===== src/rtl/irq_pkg.sv =====
// Shared definitions for the interrupt capture stage feeding the 8x3 priority encoder.
package irq_pkg;

  localparam int NUM_IRQ = 8;
  localparam int ID_W    = 3;

  typedef logic [NUM_IRQ-1:0] irq_vec_t;

  // Decode an encoder index back into a one-hot line select.
  function automatic irq_vec_t id_to_onehot(input logic [ID_W-1:0] id);
    return irq_vec_t'(1) << id;
  endfunction

endpackage


===== src/rtl/irq_latch_8_sync_ff.sv =====
// Single-bit synchronizer chain for one asynchronous request line.
module sync_ff #(
  parameter int STAGES = 2
) (
  input  logic clk,
  input  logic rst_n,
  input  logic d,
  output logic q
);

  logic [STAGES-1:0] chain;

  always_ff @(posedge clk or negedge rst_n) begin
    if (!rst_n) begin
      chain <= '0;
    end else begin
      chain <= {chain[STAGES-2:0], d};
    end
  end

  assign q = chain[STAGES-1];

endmodule


===== src/rtl/irq_latch_8.sv =====
// Eight-line interrupt capture: synchronize, detect edge/level events, hold pending until acked.
module irq_latch_8
  import irq_pkg::*;
#(
  parameter int SYNC_STAGES = 2
) (
  input  logic       clk,
  input  logic       rst_n,
  input  logic [7:0] irq_in,
  input  logic [7:0] mask,
  input  logic       edge_mode,
  input  logic       ack,
  input  logic [2:0] ack_id,
  input  logic       ovr_clr,
  output logic [7:0] data_out,
  output logic       enable_out,
  output logic [7:0] overrun
);

  irq_vec_t sync_q;
  irq_vec_t prev_q;
  irq_vec_t pending_q;
  irq_vec_t overrun_q;
  irq_vec_t ev;
  irq_vec_t clr;
  irq_vec_t ovr_set;

  for (genvar i = 0; i < NUM_IRQ; i++) begin : g_sync
    sync_ff #(
      .STAGES(SYNC_STAGES)
    ) u_sync (
      .clk  (clk),
      .rst_n(rst_n),
      .d    (irq_in[i]),
      .q    (sync_q[i])
    );
  end

  // A fresh event on a bit that is still pending (and not being cleared now) is a lost event.
  always_comb begin
    ev      = edge_mode ? (sync_q & ~prev_q) : sync_q;
    clr     = ack ? id_to_onehot(ack_id) : '0;
    ovr_set = edge_mode ? (ev & pending_q & ~clr) : '0;
  end

  always_ff @(posedge clk or negedge rst_n) begin
    if (!rst_n) begin
      prev_q    <= '0;
      pending_q <= '0;
      overrun_q <= '0;
    end else begin
      prev_q    <= sync_q;
      pending_q <= ev | (pending_q & ~clr);
      overrun_q <= ovr_set | (overrun_q & ~{NUM_IRQ{ovr_clr}});
    end
  end

  assign data_out   = pending_q & ~mask;
  assign enable_out = |data_out;
  assign overrun    = overrun_q;

endmodule


===== config.mk =====
export PLATFORM = sky130hd
export DESIGN_NAME = irq_latch_8
export DESIGN_NICKNAME = d
export VERILOG_FILES = /design/src/rtl/irq_pkg.sv /design/src/rtl/irq_latch_8_sync_ff.sv /design/src/rtl/irq_latch_8.sv
export SDC_FILE = /design/constraint.sdc
export NUM_CORES = 1
export LEC_CHECK = 0
export BUFFER_PORTS_ARGS = -buffer_cell sky130_fd_sc_hd__clkbuf_2
export CAP_MARGIN = 20
export CORE_MARGIN = 1
export CORE_UTILIZATION = 45
export CTS_CLUSTER_SIZE = 25
export DETAILED_ROUTE_END_ITERATION = 10
export PLACE_DENSITY = 0.8
export SLEW_MARGIN = 20
export SYNTH_ARGS = -nofsm -noshare
export SYNTH_HDL_FRONTEND = slang
export SYNTH_SLANG_ARGS = --single-unit

===== constraint.sdc =====
create_clock -name clk -period 1 [get_ports clk]
set_input_delay 0.05 -clock clk [delete_from_list [all_inputs] [get_ports clk]]
set_output_delay 0.05 -clock clk [all_outputs]
set_load 0.1 [all_outputs]

# Word-level counts from Yosys, hierarchy flattened
# Cells that the tools add are included.
# word_totals
register_bits,40
input_bits,24
elab_cells,28
# classes
shift,1
n_mux,3
n_bitwise,12
reduce_logical,1
# op_table
operator,n
$and A8 B8 Y8,6
$not A8 Y8,4
$mux W8,3
$or A8 B8 Y8,2
$reduce_or A8 Y1,1
$shl A1 B3 Y8 const A,1

# Depth between registers and ports, before layout
# Gate-level depths: netlist of run 1.
# depth
depth_word,7
mapped_depth,5
mapped_depth_nobuf,3

# Modules after synthesis
# From an unflattened synthesis of run 1, not the netlist that was laid out.
# unflattened
cells_unflattened,114
area_unflattened_um2,1416.4
# by_module_without_submodules
mod,n_inst,cells_per_inst,area_each_um2,seq_area_each_um2
irq_latch_8,1,98,1016.0,600.6
sync_ff,8,2,50.0,50.0

# Least setup slack after synthesis of run 1
# OpenSTA, ideal clock, no wires.
# synth_path
kind,reg2out
start,register pending_q[2]
end,output port enable_out
arrival_time_ns,2.631
path_slack_ns,-1.681
path_stages_with_launch,4
path_buffers,0
cell_sequence,dfrtp_1 nor2b_1 nor4_1 nand2_1
# synth_between
elab_chain_len,2
# synth_rtl
item,line_no,text
start: declaration,irq_latch_8.sv:22,irq_vec_t pending_q;
start signal: assignment,irq_latch_8.sv:53,pending_q <= ev | (pending_q & ~clr);
$and A8 B8 Y8,irq_latch_8.sv:58,assign data_out = pending_q & ~mask;
via data_out[2],irq_latch_8.sv:15,"output logic [7:0] data_out,"
$reduce_or A8 Y1,irq_latch_8.sv:59,assign enable_out = |data_out;
end: declaration,irq_latch_8.sv:16,"output logic enable_out,"
# The timed path passes the listed nets, and every way through them passes these cells.

# Final worst setup path of run 1
# layout_path
start,register pending_q[5]
end,output port enable_out
# layout_between
elab_chain_len,2
# layout_rtl
item,line_no
$and A8 B8 Y8,irq_latch_8.sv:58
$reduce_or A8 Y1,irq_latch_8.sv:59
# Every way passes these cells.

==> results of run 1 <==
-- through the flow --
step | total power, W | utilization, % | instances
after global routing | 0.00387 | 85.3 | 237
after CTS | 0.00371 | 83.3 | 234
after detailed placement | 0.00284 | 75.6 | 212
final | 0.00373 | 85.3 | 237
after global placement | 0.00281 | 75.6 | 212
after floorplan | 0.00235 | - | 114
-- how the worst max path moves through the flow --
| stage | to | slack, ns | start |
|---|---|---|---|
| global placement | enable_out | -0.10 | pending_q[2] |
| CTS | enable_out | -0.51 | pending_q[1] |
| detailed placement | enable_out | -0.12 | pending_q[3] |
| floorplan | enable_out | -0.36 | pending_q[2] |
| global route | enable_out | -0.55 | pending_q[1] |
| finish | enable_out | -0.51 | pending_q[5] |
-- layer usage --
layer / wire, µm / global-route usage (%) / vias up
met5: 0 / 0 / -
met4: 102 / 10.2 / 0
met3: 179 / 4.46 / 14
met2: 2050 / 38.1 / 67
met1: 1470 / 29.5 / 589
li1: - / - / 545
-- power by group --
group	total (W)	internal, W	switching (W)
logic	0.00114	0.000471	0.000671
clock network	0.000795	0.000278	0.000517
registers	0.00179	0.00172	0.0000716
-- sequential cells by signal, indices dropped and copies added (netlist names) --
name,cells
g_sync.u_sync.chain,16
overrun,8
prev_q,8
pending_q,8
-- cell families (layout without fill, tap and decap cells) --
kind of cell / count (synthesis) / count (layout) / share of synthesized area, %
AND/OR/NAND/NOR: 44 / 44 / 15.6
buffers and inverters: 14 / 95 / 3.80
AO/OA/AOI/OAI: 16 / 16 / 9.90
flip-flops: 40 / 40 / 70.7
-- critical path, stage by stage, from the launching register on --
cell and delay [ns]:
dfrtp_1 0.42, nor2b_4 0.15, nor4_4 0.31, nand2_4 0.08
buf_12 0.17
-- what timing repair did --
action / in CTS / in global routing
endpoints found under the hold margin: 48 / 0
setup endpoints to repair: 16 / 18
setup buffers: 5 / 5
resized for setup: 7 / 7
pin swaps: 4 / 2
hold buffers: 9 / 0
-- cells in the final DEF, fill, tap and decap left out, types with 8 or more instances in the layout --
cell type / count
dfrtp_2: 8
buf_6: 8
nor2b_4: 8
buf_12: 18
dfrtp_1: 32
nand2_1: 24
inv_1: 9
buf_4: 18
dlygate4sd3_1: 9
clkbuf_2: 23
-- area by class of cell --
type | count | area, µm² | area share (%)
Inverter | 11 | 41.3 | 1.68
Tap cell | 42 | 52.6 | 2.14
Timing Repair Buffer | 76 | 791 | 32.2
Multi-Input combinational cell | 60 | 500 | 20.4
Sequential cell | 40 | 1010 | 41.2
Clock inverter | 3 | 21.3 | 0.866
Clock buffer | 5 | 37.5 | 1.53
==> impl_metrics.py, run 1 <==
metrics = {
    "outcome": {
        "outcome": "finished with violations",
        "violations": "setup timing",
    },
    "critical_path": {
        "reg2reg_slack_ns": 0.02,
        "r2r_cells": 4,
        "cp_data_required_time_ns": 0.95,
        "r2r-end": "overrun[3]",
        "rr_startpoint": "pending_q[3]",
        "arrival_ns": 1.46,
        "worstPathMaxFanout": 2,
        "critPathKind": "reg -> out",
        "endpoint_kind": "output port",
        "worstSetupStartpointType": "flop",
    },
    "synthesis": {
        "synth_area_um2": 1420,
        "yosys.area.top_type_share_pct": 70.7,
        "ys_ff_latch": 40,
        "yosys-top-cells-count": "dfrtp_1 (40), nand2_1 (25), inv_1 (9), nor2b_1 (9)",
        "async_reset_ff_share_pct": 100,
        "ys_warn_count": 0,
        "synth_nets": 138,
        "synth_area_leaders": "dfrtp_1 (71%), nand2_1 (6.6%), nor2b_1 (4.0%)",
        "synth_cell_types": 18,
        "synth_edf_count": 0,
        "synthFlopType": "dfrtp_1",
        "syn_inst": 114,
        "synth.avg_cell_area_um2": 12.4,
        "synth-seq-area-share_pct": 70.7,
        "yosys.area.top_type": "dfrtp_1",
        "yosysMostFrequentCell": "dfrtp_1",
    },
    "timing": {
        "finalCritPeriodShare_pct": 151,
        "setup_slack_ns": -0.513,
        "setup_viol": 13,
        "whs_ns": 0.0696,
        "clock-skew-final_ns": 0.0106,
        "drv_slew": 0,
        "tns_ns": -2.62,
        "tightest_slew_ns": 0.471,
        "relSlewSlack_pct": 68.3,
        "timing.fmax_mhz": 661,
        "period_needed_ns": 1.51,
        "rsz0062_at_grt": "true",
        "timing_hold_violations_final": 0,
    },
    "placement": {
        "io_buffers": 40,
        "gp_congestion": 0.846,
        "dp_hpwl_mm": 2.39,
        "dp_slack_ns": -0.123,
        "placed_area_um2": 2170,
    },
    "cells_and_area": {
        "fin_nets": 218,
        "fin_area_um2": 2450,
        "drive_gt1_share_pct": 52.3,
        "fillers": 138,
        "area_delta_synth_final_pct": 73.5,
        "antennaDiodeCount": 0,
    },
    "grt": {
        "antenna_found_initial": 0,
        "grt_pass1_wl_mm": 5.55,
        "overflow": 0,
        "grt_pass1_vias": 1213,
        "grt_max_degree": 41,
        "grt_usage_pct": 23.0,
    },
    "floorplanning": {
        "fp.dieH_um": 58.1,
        "row_count": 19,
        "core_um2": 2880,
        "die_area_um2": 3370,
        "io_pins": 41,
        "start_util_pct": 49.2,
        "die_width_um": 58.1,
    },
    "power_and_ir_drop": {
        "powerDensity_nw_per_um2": 1520,
        "cellLeakagePower_nw": 1.18,
        "ir_drop_mv": 1.18,
    },
    "min_path": {
        "hold_depth": 3,
        "worstHoldEndpoint": "pending_q[2]",
        "hold_path.class": "in -> reg",
        "worstHoldStart": "ack_id[0]",
    },
    "job": {
        "max_cap_viol_count": 0,
    },
    "route": {
        "drt_first_pass_iters": 5,
        "wl_per_cell_um": 16.0,
        "vias": 1215,
        "wirelength_mm": 3.80,
        "ant_nets": 0,
        "drcViolationCount": 0,
        "initialDrtViolationCount": 58,
        "vias_per_cell": 5.13,
    },
    "clock_tree": {
        "cts_htree_levels": 2,
        "clk_pin_slew_ns": 0.12,
        "cts_buffers": 5,
        "clkLatencyLatePin_ns": 0.34,
        "root_buffer": "clkbuf_4",
        "cts.sinks": 40,
        "clockBufferDepth": 2,
        "cts_tree": "yes",
    },
}
Power figures use the tool's default switching activity.
==> inputs of run 2 (changes only) <==
- ABC_AREA: not set -> 1
- PLACE_DENSITY: 0.8 -> 0.79
==> impl_metrics.py, run 2 <==
metrics = {
    "outcome": {
        "outcome": "finished with violations",
        "violations": "setup timing",
    },
    "cells_and_area": {
        "largest_reg_flops": 16,
        "antennaDiodeCount": 0,
        "fin_nets": 262,
        "finalNonFillerCells": 283,
        "layout_commonest_cell": "nand2_1",
        "area_delta_synth_final_pct": 64.8,
        "top_register": "g_sync.u_sync.chain",
        "final_cell_mix": "nand2_1 (49), dfrtp_1 (32), clkbuf_2 (23)",
        "drive_gt1_share_pct": 43.1,
        "fin_area_um2": 2460,
    },
    "critical_path": {
        "endpoint_kind": "output port",
        "r2r_cells": 5,
        "cp_data_required_time_ns": 0.95,
        "worstPathMaxFanout": 2,
        "reg2reg_slack_ns": -0.01,
        "worstSetupStartpointType": "flop",
        "critPathKind": "reg -> out",
        "arrival_ns": 1.29,
        "r2r-end": "overrun[1]",
        "startpoint": "pending_q[6]",
        "rr_startpoint": "pending_q[1]",
    },
    "synthesis": {
        "synth_cell_types": 9,
        "synth_area_leaders": "dfrtp_1 (67%), nand2_1 (14%), inv_1 (6.8%)",
        "synth.avg_cell_area_um2": 9.26,
        "ys_warn_count": 0,
        "yosys.area.top_type_share_pct": 67.1,
        "synth_edf_count": 0,
        "async_reset_ff_share_pct": 100,
        "synth_area_um2": 1490,
        "synth_nets": 185,
        "ys_ff_latch": 40,
        "yosys.area.top_type": "dfrtp_1",
        "yosys-top-cells-count": "nand2_1 (54), dfrtp_1 (40), inv_1 (27)",
        "synthFlopType": "dfrtp_1",
        "synth-seq-area-share_pct": 67.1,
        "yosysMostFrequentCell": "nand2_1",
        "syn_inst": 161,
    },
    "power_and_ir_drop": {
        "pwr-share-comb_pct": 27.4,
        "p_sw_share_pct": 31.2,
        "cellLeakagePower_nw": 1.27,
        "powerDensity_nw_per_um2": 1570,
        "clkPwrFrac_pct": 26.4,
        "internal_power_w": 0.00265,
        "p_total_w": 0.00386,
        "pwr-share-seq_pct": 46.2,
        "ir_drop_mv": 1.80,
        "p_sw_w": 0.00120,
    },
    "job": {
        "max_cap_viol_count": 0,
    },
    "placement": {
        "io_buffers": 40,
        "dp_hpwl_mm": 2.28,
        "dpl.cell_count": 261,
        "placed_area_um2": 2190,
        "dp_slack_ns": -0.0310,
        "gp_congestion": 0.832,
    },
    "timing": {
        "clock-skew-final_ns": 0.0141,
        "setup_slack_ns": -0.337,
        "timing_hold_violations_final": 0,
        "drv_slew": 0,
        "relSlewSlack_pct": 80.2,
        "rsz0062_at_grt": "true",
        "timing.fmax_mhz": 748,
        "tns_ns": -2.31,
        "tightest_slew_ns": 0.296,
        "finalCritPeriodShare_pct": 134,
        "setup_viol": 16,
        "period_needed_ns": 1.34,
    },
    "route": {
        "drt_first_pass_iters": 4,
        "wl_per_cell_um": 10.8,
        "vias": 1260,
        "drcViolationCount": 0,
        "initialDrtViolationCount": 38,
        "vias_per_cell": 4.45,
        "ant_nets": 0,
        "wirelength_mm": 3.06,
    },
    "min_path": {
        "hold_depth": 5,
        "hold_path.class": "in -> reg",
        "worstHoldEndpoint": "overrun[7]",
        "worstHoldStart": "edge_mode",
    },
    "grt": {
        "grt_pass1_vias": 1152,
        "grt_usage_pct": 19.6,
        "grt_pass1_wl_mm": 4.95,
        "grt_max_degree": 41,
        "antenna_found_initial": 0,
        "overflow": 0,
    },
    "floorplanning": {
        "io_pins": 41,
        "core_um2": 3100,
        "row_count": 20,
        "die_width_um": 59.6,
        "start_util_pct": 48.1,
        "die_area_um2": 3550,
        "fp.dieH_um": 59.6,
    },
    "clock_tree": {
        "clockBufferDepth": 2,
        "cts.sinks": 40,
        "cts_htree_levels": 2,
        "cts_tree": "yes",
        "clkLatencyLatePin_ns": 0.34,
        "cts_buffers": 5,
        "clk_pin_slew_ns": 0.12,
        "root_buffer": "clkbuf_4",
    },
}
run 2: cell count changes after synthesis, sizes merged, moves of 3 or more:
cell    change
inv        +17
nand2      +29
nand3       +9
nand3b      -6
nor2       +17
nor2b       -9
o21ai      +11
o22ai       -6
o31ai       -3
o41ai       -4
run 2: worst max path at each step:
stage	end	cells past startpoint	slack (ns)
2_1_floorplan	enable_out	4	-0.02
3_3_place_gp	enable_out	5	-0.006
3_5_place_dp	enable_out	5	-0.03
4_1_cts	enable_out	5	-0.35
5_1_grt	enable_out	5	-0.42
6_report	data_out[6]	5	-0.34
run 2: worst max-delay path, cell delays in order (launching register included):
cell	delay [ns]
dfrtp_1	0.42
nand2_2	0.09
buf_4	0.11
buf_6	0.09
clkinvlp_4	0.08
buf_12	0.16
run 2: kinds of logic after synthesis:
kind of cell / share of synthesized area [%]
compound gates: 4.03
buf+inv: 7.80
flops: 67.1
simple gates: 21.1
run 2: final cells by class:
| class | count | area, µm² |
|---|---|---|
| Timing Repair Buffer | 71 | 749 |
| Tap cell | 44 | 55.1 |
| Clock inverter | 3 | 42.5 |
| Inverter | 28 | 120 |
| Clock buffer | 5 | 37.5 |
| Multi-Input combinational cell | 92 | 442 |
| Fill cell | 217 | 646 |
| Sequential cell | 40 | 1010 |
run 2: timing repair:
| action | 4_1_cts | 5_1_grt |
|---|---|---|
| endpoints found under the hold margin | 48 | 0 |
| endpoints found under the setup margin | 17 | 17 |
| pin swaps | 7 | 5 |
| setup buffers | 3 | 3 |
| gates resized for setup | 20 | 5 |
| hold buffers | 9 | 0 |
run 2: per-stage QoR:
step,hold slack (ns),util [%]
global placement,0.0325,70.7
global route,0.0942,79.2
finish,0.0788,79.2
detailed placement,0.0385,70.7
CTS,0.0556,78.0
floorplan,-0.246,-
run 2: routing by layer:
layer  up-vias  share of wire, %  GRT usage [%]
met3         6               5.0           5.46
met4         0               1.2           8.31
met5         -                 0              0
met2        43                50           32.1
li1        637                 -              -
met1       574                43           24.6
run 2: power by group through the flow:
stage / clock [W] / combinational (W) / sequential, W
2_1_floorplan: 0 / 0.000350 / 0.00199
3_3_place_gp: 0 / 0.000960 / 0.00180
3_5_place_dp: 0 / 0.000978 / 0.00181
4_1_cts: 0.00105 / 0.00104 / 0.00178
5_1_grt: 0.00113 / 0.00111 / 0.00180
6_report: 0.00102 / 0.00106 / 0.00178
